--- src/rtl/ifmap_spad_loader_pkg.sv ---
// ifmap_spad_loader_pkg
//   Shared definitions for the ifmap scratchpad loader: the FSM state
//   encoding, default word width and parallel-read factor (these must agree
//   with the input FIFO), and the scratchpad address-width helper.
package ifmap_spad_loader_pkg;

  localparam int WIDTH_DEF    = 8;
  localparam int PAR_READ_DEF = 2;

  typedef enum logic [1:0] {
    ST_IDLE = 2'd0,
    ST_LOAD = 2'd1,
    ST_DONE = 2'd2
  } state_t;

  // Address width of a power-of-two scratchpad; a depth of 1 still gets one bit.
  function automatic int calc_aw(input int depth);
    return (depth > 1) ? $clog2(depth) : 1;
  endfunction

endpackage

--- src/rtl/ifmap_spad_loader_par_unpacker.sv ---
// ifmap_spad_loader_par_unpacker
//   Holds one PAR_READ-word group popped from the FIFO and presents it one
//   word per cycle, word0 first.
// Ports
//   clk, rst  clock, synchronous active-high reset
//   clear     drop any held words (row restart)
//   load      capture din, hold count becomes PAR_READ
//   shift     current word consumed, hold count decrements
//   din       packed group, word0 in the low WIDTH bits
//   word      word currently at the head of the hold register
//   cnt       number of words still held
module ifmap_spad_loader_par_unpacker
  import ifmap_spad_loader_pkg::*;
#(
  parameter int WIDTH    = WIDTH_DEF,
  parameter int PAR_READ = PAR_READ_DEF,
  parameter int CNT_W    = $clog2(PAR_READ + 1)
) (
  input  logic                      clk,
  input  logic                      rst,
  input  logic                      clear,
  input  logic                      load,
  input  logic                      shift,
  input  logic [WIDTH*PAR_READ-1:0] din,
  output logic [WIDTH-1:0]          word,
  output logic [CNT_W-1:0]          cnt
);

  logic [WIDTH-1:0] hold [PAR_READ];

  always_ff @(posedge clk) begin
    if (rst) begin
      cnt <= '0;
      for (int i = 0; i < PAR_READ; i++) hold[i] <= '0;
    end else if (clear) begin
      cnt <= '0;
    end else if (load) begin
      // A load may coincide with the last word's shift; the new group wins.
      cnt <= CNT_W'(PAR_READ);
      for (int i = 0; i < PAR_READ; i++) hold[i] <= din[i*WIDTH +: WIDTH];
    end else if (shift) begin
      cnt <= cnt - CNT_W'(1);
    end
  end

  // Head word index is PAR_READ-cnt; an empty register presents zero.
  always_comb begin
    word = '0;
    for (int i = 0; i < PAR_READ; i++) begin
      if (cnt == CNT_W'(PAR_READ - i)) word = hold[i];
    end
  end

endmodule

--- src/rtl/ifmap_spad_loader.sv ---
// ifmap_spad_loader
//   Pops PAR_READ-word groups from the input FIFO, writes them one word per
//   cycle into a circular scratchpad, and tracks a sliding KSIZE-word window
//   for the MAC stage.
// Ports
//   clk, rst      clock, synchronous active-high reset
//   start         begin a new row (also restarts a row in progress)
//   row_len       words in the row, sampled on start
//   fifo_valid    FIFO holds at least PAR_READ words
//   fifo_dout     packed FIFO group, word0 in the low bits
//   fifo_rd_en    FIFO pop strobe
//   spad_wen/waddr/wdata  scratchpad write port
//   win_base      scratchpad address of window word 0
//   win_ready     at least KSIZE valid words from win_base
//   win_advance   consumer done with the window (ignored unless win_ready)
//   row_done      single-cycle end-of-row pulse
//
// state | meaning
// ------+------------------------------------------------------------
// IDLE  | waiting for start
// LOAD  | popping, writing and tracking the window for the current row
// DONE  | row fully loaded and no full window left; row_done asserted
module ifmap_spad_loader
  import ifmap_spad_loader_pkg::*;
#(
  parameter int WIDTH      = WIDTH_DEF,
  parameter int PAR_READ   = PAR_READ_DEF,
  parameter int SPAD_DEPTH = 16,
  parameter int KSIZE      = 4,
  parameter int STRIDE     = 1,
  parameter int LEN_W      = 8
) (
  input  logic                             clk,
  input  logic                             rst,
  input  logic                             start,
  input  logic [LEN_W-1:0]                 row_len,
  input  logic                             fifo_valid,
  input  logic [WIDTH*PAR_READ-1:0]        fifo_dout,
  output logic                             fifo_rd_en,
  output logic                             spad_wen,
  output logic [calc_aw(SPAD_DEPTH)-1:0]   spad_waddr,
  output logic [WIDTH-1:0]                 spad_wdata,
  output logic [calc_aw(SPAD_DEPTH)-1:0]   win_base,
  output logic                             win_ready,
  input  logic                             win_advance,
  output logic                             row_done
);

  localparam int AW    = calc_aw(SPAD_DEPTH);
  localparam int CW    = AW + 1;
  localparam int CNT_W = $clog2(PAR_READ + 1);

  state_t           state, state_next;
  logic [LEN_W-1:0] len_r, loaded, loaded_next, popped;
  logic [CW-1:0]    count, count_next;
  logic [AW-1:0]    waddr, base;
  logic [CNT_W-1:0] hold_cnt, hold_cnt_next;
  logic [WIDTH-1:0] hold_word;
  logic             in_load, accepted;

  ifmap_spad_loader_par_unpacker #(
    .WIDTH    (WIDTH),
    .PAR_READ (PAR_READ),
    .CNT_W    (CNT_W)
  ) u_unpacker (
    .clk   (clk),
    .rst   (rst),
    .clear (start),
    .load  (fifo_rd_en),
    .shift (spad_wen),
    .din   (fifo_dout),
    .word  (hold_word),
    .cnt   (hold_cnt)
  );

  assign in_load    = (state == ST_LOAD);
  assign spad_waddr = waddr;
  assign win_base   = base;
  assign spad_wdata = hold_word;

  always_comb begin
    spad_wen      = in_load && (hold_cnt != '0) && (count < CW'(SPAD_DEPTH));
    // Refill as the last held word is written so the write stream never gaps.
    fifo_rd_en    = in_load && fifo_valid && (popped < len_r) &&
                    ((hold_cnt == '0) || ((hold_cnt == CNT_W'(1)) && spad_wen));
    win_ready     = in_load && (count >= CW'(KSIZE));
    accepted      = win_advance && win_ready;
    row_done      = (state == ST_DONE);
    count_next    = count + CW'(spad_wen) - (accepted ? CW'(STRIDE) : CW'(0));
    loaded_next   = loaded + LEN_W'(spad_wen);
    hold_cnt_next = fifo_rd_en ? CNT_W'(PAR_READ) : (hold_cnt - CNT_W'(spad_wen));

    state_next = state;
    case (state)
      ST_IDLE: state_next = ST_IDLE;
      ST_LOAD: begin
        if ((loaded_next == len_r) && (hold_cnt_next == '0) && (count_next < CW'(KSIZE)))
          state_next = ST_DONE;
      end
      ST_DONE: state_next = ST_IDLE;
      default: state_next = ST_IDLE;
    endcase
    if (start) state_next = ST_LOAD;
  end

  always_ff @(posedge clk) begin
    if (rst) begin
      state  <= ST_IDLE;
      len_r  <= '0;
      loaded <= '0;
      popped <= '0;
      count  <= '0;
      waddr  <= '0;
      base   <= '0;
    end else begin
      state <= state_next;
      if (start) begin
        len_r  <= row_len;
        loaded <= '0;
        popped <= '0;
        count  <= '0;
        waddr  <= '0;
        base   <= '0;
      end else begin
        count  <= count_next;
        loaded <= loaded_next;
        if (fifo_rd_en) popped <= popped + LEN_W'(PAR_READ);
        if (spad_wen)   waddr  <= waddr + AW'(1);
        if (accepted)   base   <= base + AW'(STRIDE);
      end
    end
  end

endmodule

--- config.mk ---
export PLATFORM = sky130hd
export DESIGN_NAME = ifmap_spad_loader
export DESIGN_NICKNAME = d
export VERILOG_FILES = /design/src/rtl/ifmap_spad_loader_pkg.sv /design/src/rtl/ifmap_spad_loader_par_unpacker.sv /design/src/rtl/ifmap_spad_loader.sv
export SDC_FILE = /design/constraint.sdc
export NUM_CORES = 1
export LEC_CHECK = 0
export CAP_MARGIN = 0
export CORE_UTILIZATION = 50
export DETAILED_ROUTE_END_ITERATION = 10
export MAX_ROUTING_LAYER = met4
export PLACE_DENSITY = 0.76
export SLEW_MARGIN = 20
export SYNTH_ARGS = -nofsm -noshare
export SYNTH_HDL_FRONTEND = slang
export SYNTH_SLANG_ARGS = --single-unit
--- constraint.sdc ---
create_clock -name clk -period 9.82 [get_ports clk]
set_input_delay 1.964 -clock clk [delete_from_list [all_inputs] [get_ports clk]]
set_output_delay 1.964 -clock clk [all_outputs]
set_load 0.01 [all_outputs]
Word level (Yosys, flattened, before mapping)
Memories as Yosys holds them, arrays and structs flattened.
Index checks and enable logic that the tools add are counted.

cells by class
  reduce and logical (&&, ||, !) cells = 18
  $mul = 0
  add/sub/neg operators = 8
  divide/modulo/power cells = 0
  shift operators = 0
  bitwise operators = 3
  magnitude comparators = 4
  equality and inequality tests = 6
  multiplexer cells = 17

operator list
  kind                   count
  $mux W8                4
  $logic_and A1 B1 Y1    10
  $mux W1                10
  $add A4 B1 Y4 const B  2
  $add A8 B1 Y8          1
  $add A8 B2 Y8 const B  1
  $eq A8 B8 Y1           1
  $lt A8 B8 Y1           1
  $mux W2                3
  $reduce_or A3 Y1       2
  $add A5 B1 Y5          1
  $ge A5 B3 Y1 const B   1
  $lt A5 B3 Y1 const B   1
  $lt A5 B5 Y1 const B   1
  $sub A5 B1 Y5          1
  $eq A2 B1 Y1 const B   2
  $eq A2 B2 Y1 const B   2
  $logic_not A2 Y1       2
  $reduce_bool A2 Y1     2
  $ne A3 B2 Y1 const B   1
  $or A1 B1 Y1           2
  $reduce_or A2 Y1       1
  $sub A2 B1 Y2          1
  $sub A2 B1 Y2 const B  1
  2 further kinds        2

storage, ports and cells
  logic and storage cells = 67
  register bits = 41
  bits in read-only memories = 0
  bits in latches = 0
  output and inout port bits = 20
  input bits = 29
  memory bits (writable) = 16
  memories = 1

memory list
  name             depth  width  read ports  clocked after Yosys merged registers in  wr ports  line                                  text
  u_unpacker.hold  2      8      2           0                                        2         ifmap_spad_loader_par_unpacker.sv:29  logic [WIDTH-1:0] hold [PAR_READ];

Depth between registers and ports, before layout
  depth in word-level cells = 13
  depth in mapped cells = 16
  depth with buffers taken out = 15

Hierarchy
A second synthesis with hierarchy kept.

unflattened totals
  cells, all modules = 302
  area, all modules = 2964.1 µm²

modules (own cells, without submodules)
  module                          area each (µm²)  cells an instance  times used  sequential area each (µm²)
  ifmap_spad_loader               2150.8           245                1           760.7
  ifmap_spad_loader_par_unpacker  813.3            57                 1           520.5

Worst setup path after synthesis
No wires, ideal clock.

  path type = in2out
  start point = input fifo_valid
  end point = output fifo_rd_en
  data required time = 7.856 ns
  path slack = 5.058 ns
  arrival = 2.798 ns
  buffers on the path = 0
  cell stages on the path = 4
  cells stage by stage = nand3b_2 > a2111oi_4 > nand2_2 > inv_1

between the ends
  word-level cells in the longest chain between the ends = 3

RTL lines
  element                            line                     text
  start: declaration                 ifmap_spad_loader.sv:37  input logic fifo_valid,
  $logic_and A1 B1 Y1 (3 in series)  ifmap_spad_loader.sv:84  fifo_rd_en = in_load && fifo_valid && (popped < len_r) &&
  end: declaration                   ifmap_spad_loader.sv:39  output logic fifo_rd_en,

No other way between the ends.

Worst setup path in the final report
Same ends and word-level chain as after synthesis.

==> results.tsv <==
metric	value	unit
ys.flop_type	dfxtp_1	
yosysMostFrequentCell	dfxtp_1	
cp_max_fo	6	
cts_buffer_depth	2	
fmax	0.1710	GHz
async_flop_share	0	%
cellPowerDensity	118.9	nW/µm²
drc	0	
r2r_slack	6330	ps
rsz0062_at_grt	false	
holdPathStages	2	
cts.sink_count	56	
finClkSkew	6.214	ps
min_period	5849	ps
drtIter0Drc	59	
num_vias	2095	
critPathCaptureType	output port	
cp-endpoint	fifo_rd_en	
cp.arrival	3890	ps
viasPerCell	5.135	
grt_pass1_wl	9.170	mm
wirelength	5.317	mm
finalMaxSlewViolations	0	
track_usage	20.03	%
ioPinCount	49	
yosysSeqAreaShare	44.37	%
whs	506.0	ps
nNetsFinal	387	
avgSynthCellArea	9.924	µm²
status	complete, no violations	
drive_above_1_share	4.762	%
wl_per_cell	13.03	µm
vdd_ir_drop_max	0.0001071	V
die_x	78.00	µm
maxCapViolations	0	
yosysTopAreaCellShare	27.73	%
cts_hold_buf	0	
startpoint	fifo_valid	
multi_input_area	1485	µm²
io_buffers	48	
synth_top_cells_by_area	dfxtp_1 28%, edfxtp_1 17%, ha_1 9.5%, and2_1 5.2%, xnor2_1 4.9%	
die-area	6083	µm²
setup_violations	0	
cts_buffers	5	
worst_pin_slew	841.2	ps
row_count	27	
tritoncts	built	
cts_setup_buffers	0	
reg2reg_depth	15	
ys_top_cells_by_count	40 x dfxtp_1, 33 x nor2_1, 24 x and2_1	
clock_tree.root_cell	clkbuf_8	
place.gp.congestion	0.8939	
initial_core_util	52.12	%
ant_nets	0	
required	7860	ps
relSlewSlack	43.61	%
core_area	5540	µm²
dr.pass1.iters	4	
ctsResizeCount	0	
antenna_found_initial	0	
cp-start-kind	input port	
n_antenna_cell	0	
regArea	1281	µm²
overflow	0	
chipHeight	78.00	µm
clk_latency	320	ps
synth_edf_count	16	
crit-reg2reg-capture	state[0]	
htree_levels	2	
timing.rr.start	count[3]	
dp_hpwl	4.022	mm
worstSetupPathType	input port to output port	
synthCells	291	
final_util	63.26	%
hold_path.class	flip-flop to flip-flop	
leakagePower	1.368	nW
mappedNetlistNets	343	
fillers	470	
synth_area_leader_cell	dfxtp_1	
final.setup.tns	0	ps
grt_pass1_vias	2060	
clk_pin_slew	90	ps
synth_cell_types	45	
synth_seq_cells	56	
synth_warnings	0	
grt_max_degree	27	
netlist_area	2888	µm²
period_share	59.56	%
finalHoldViolations	0	
area_growth	21.36	%
[kinds of logic (layout without fill, tap and decap cells)]
kind of cell	count (synthesis)	count (layout)	synth area share, %
and+or+nand+nor	107	107	19.84
AOI/OAI and AO/OA	35	35	9.013
DFF	56	56	44.37
xor gates and xnor gates	27	27	8.189
muxes	12	12	4.160
adders and majority gates	23	23	10.23
buffers and inverters	31	76	4.203
[power breakdown]
group,leakage [nW],switching [mW],internal [mW]
clock,0.0455,0.0758,0.0499
sequential,0.491,0.00442,0.244
combinational,0.832,0.0198,0.0231
total,1.37,0.100,0.317
[layout make-up]
| cell class | instances | area share [%] |
|---|---|---|
| inverter | 19 | 2.035 |
| multi-input combinational | 204 | 42.38 |
| sequential | 56 | 36.56 |
| timing repair buffer | 49 | 13.92 |
| clock buffer | 5 | 1.964 |
| clock inverter | 3 | 0.5712 |
| tap | 72 | 2.571 |
[worst min-delay path by stage]
| stage | start | end | slack [ps] |
|---|---|---|---|
| after floorplan | popped[7] | popped[7] | 460 |
| after global placement | popped[7] | popped[7] | 480 |
| after detailed placement | popped[7] | popped[7] | 500 |
| after CTS | popped[7] | popped[7] | 510 |
| after global routing | popped[7] | popped[7] | 560 |
| final | popped[7] | popped[7] | 510 |
[metrics by stage]
stage | instance area (µm²) | std cells | setup slack (ps) | total power [mW]
2_1_floorplan | 2888 | 291 | 5058 | 0.2770
3_3_place_gp | 3416 | 400 | 3970 | 0.2962
3_5_place_dp | 3416 | 400 | 3951 | 0.2968
4_1_cts | 3505 | 408 | 3952 | 0.4209
5_1_grt | 3505 | 408 | 3843 | 0.4343
6_report | 3505 | 408 | 3971 | 0.4168
[sequential cells by signal, indices dropped and copies added (netlist names)]
name             count
loaded               8
len_r                8
u_unpacker.hold     16
popped               7
spad_waddr           4
count                5
win_base             4
state                2
u_unpacker.cnt       2
[routing by layer]
layer,track usage (%),vias up,wire (µm)
met2,33.10,39,2593
li1,-,1073,-
met5,-,-,0
met4,8.519,0,80
met3,4.000,8,178
met1,23.79,975,2464
[placed cells by master (no fill, tap or decap), drive strengths merged, types with 2 or more instances in the layout]
master         count
nor4               3
nand3              6
clkbuf             5
mux2i             12
a21oi             10
and3               3
nand2             14
dfxtp             40
nor3               4
nand2b             5
nor2b              4
xor2              11
a22o               8
or3                2
inv               20
nor2              34
xnor2             16
a21o               2
ha                22
o21ai              5
nand4              5
edfxtp            16
and2              24
clkdlybuf4s50     48
[critical path: stages]
cell and delay, ps:
clkdlybuf4s50_1 480, nand3b_2 100, a2111oi_4 450, nand2_2 220
inv_1 130, clkdlybuf4s50_1 540
(Power assumes the default switching activity.)
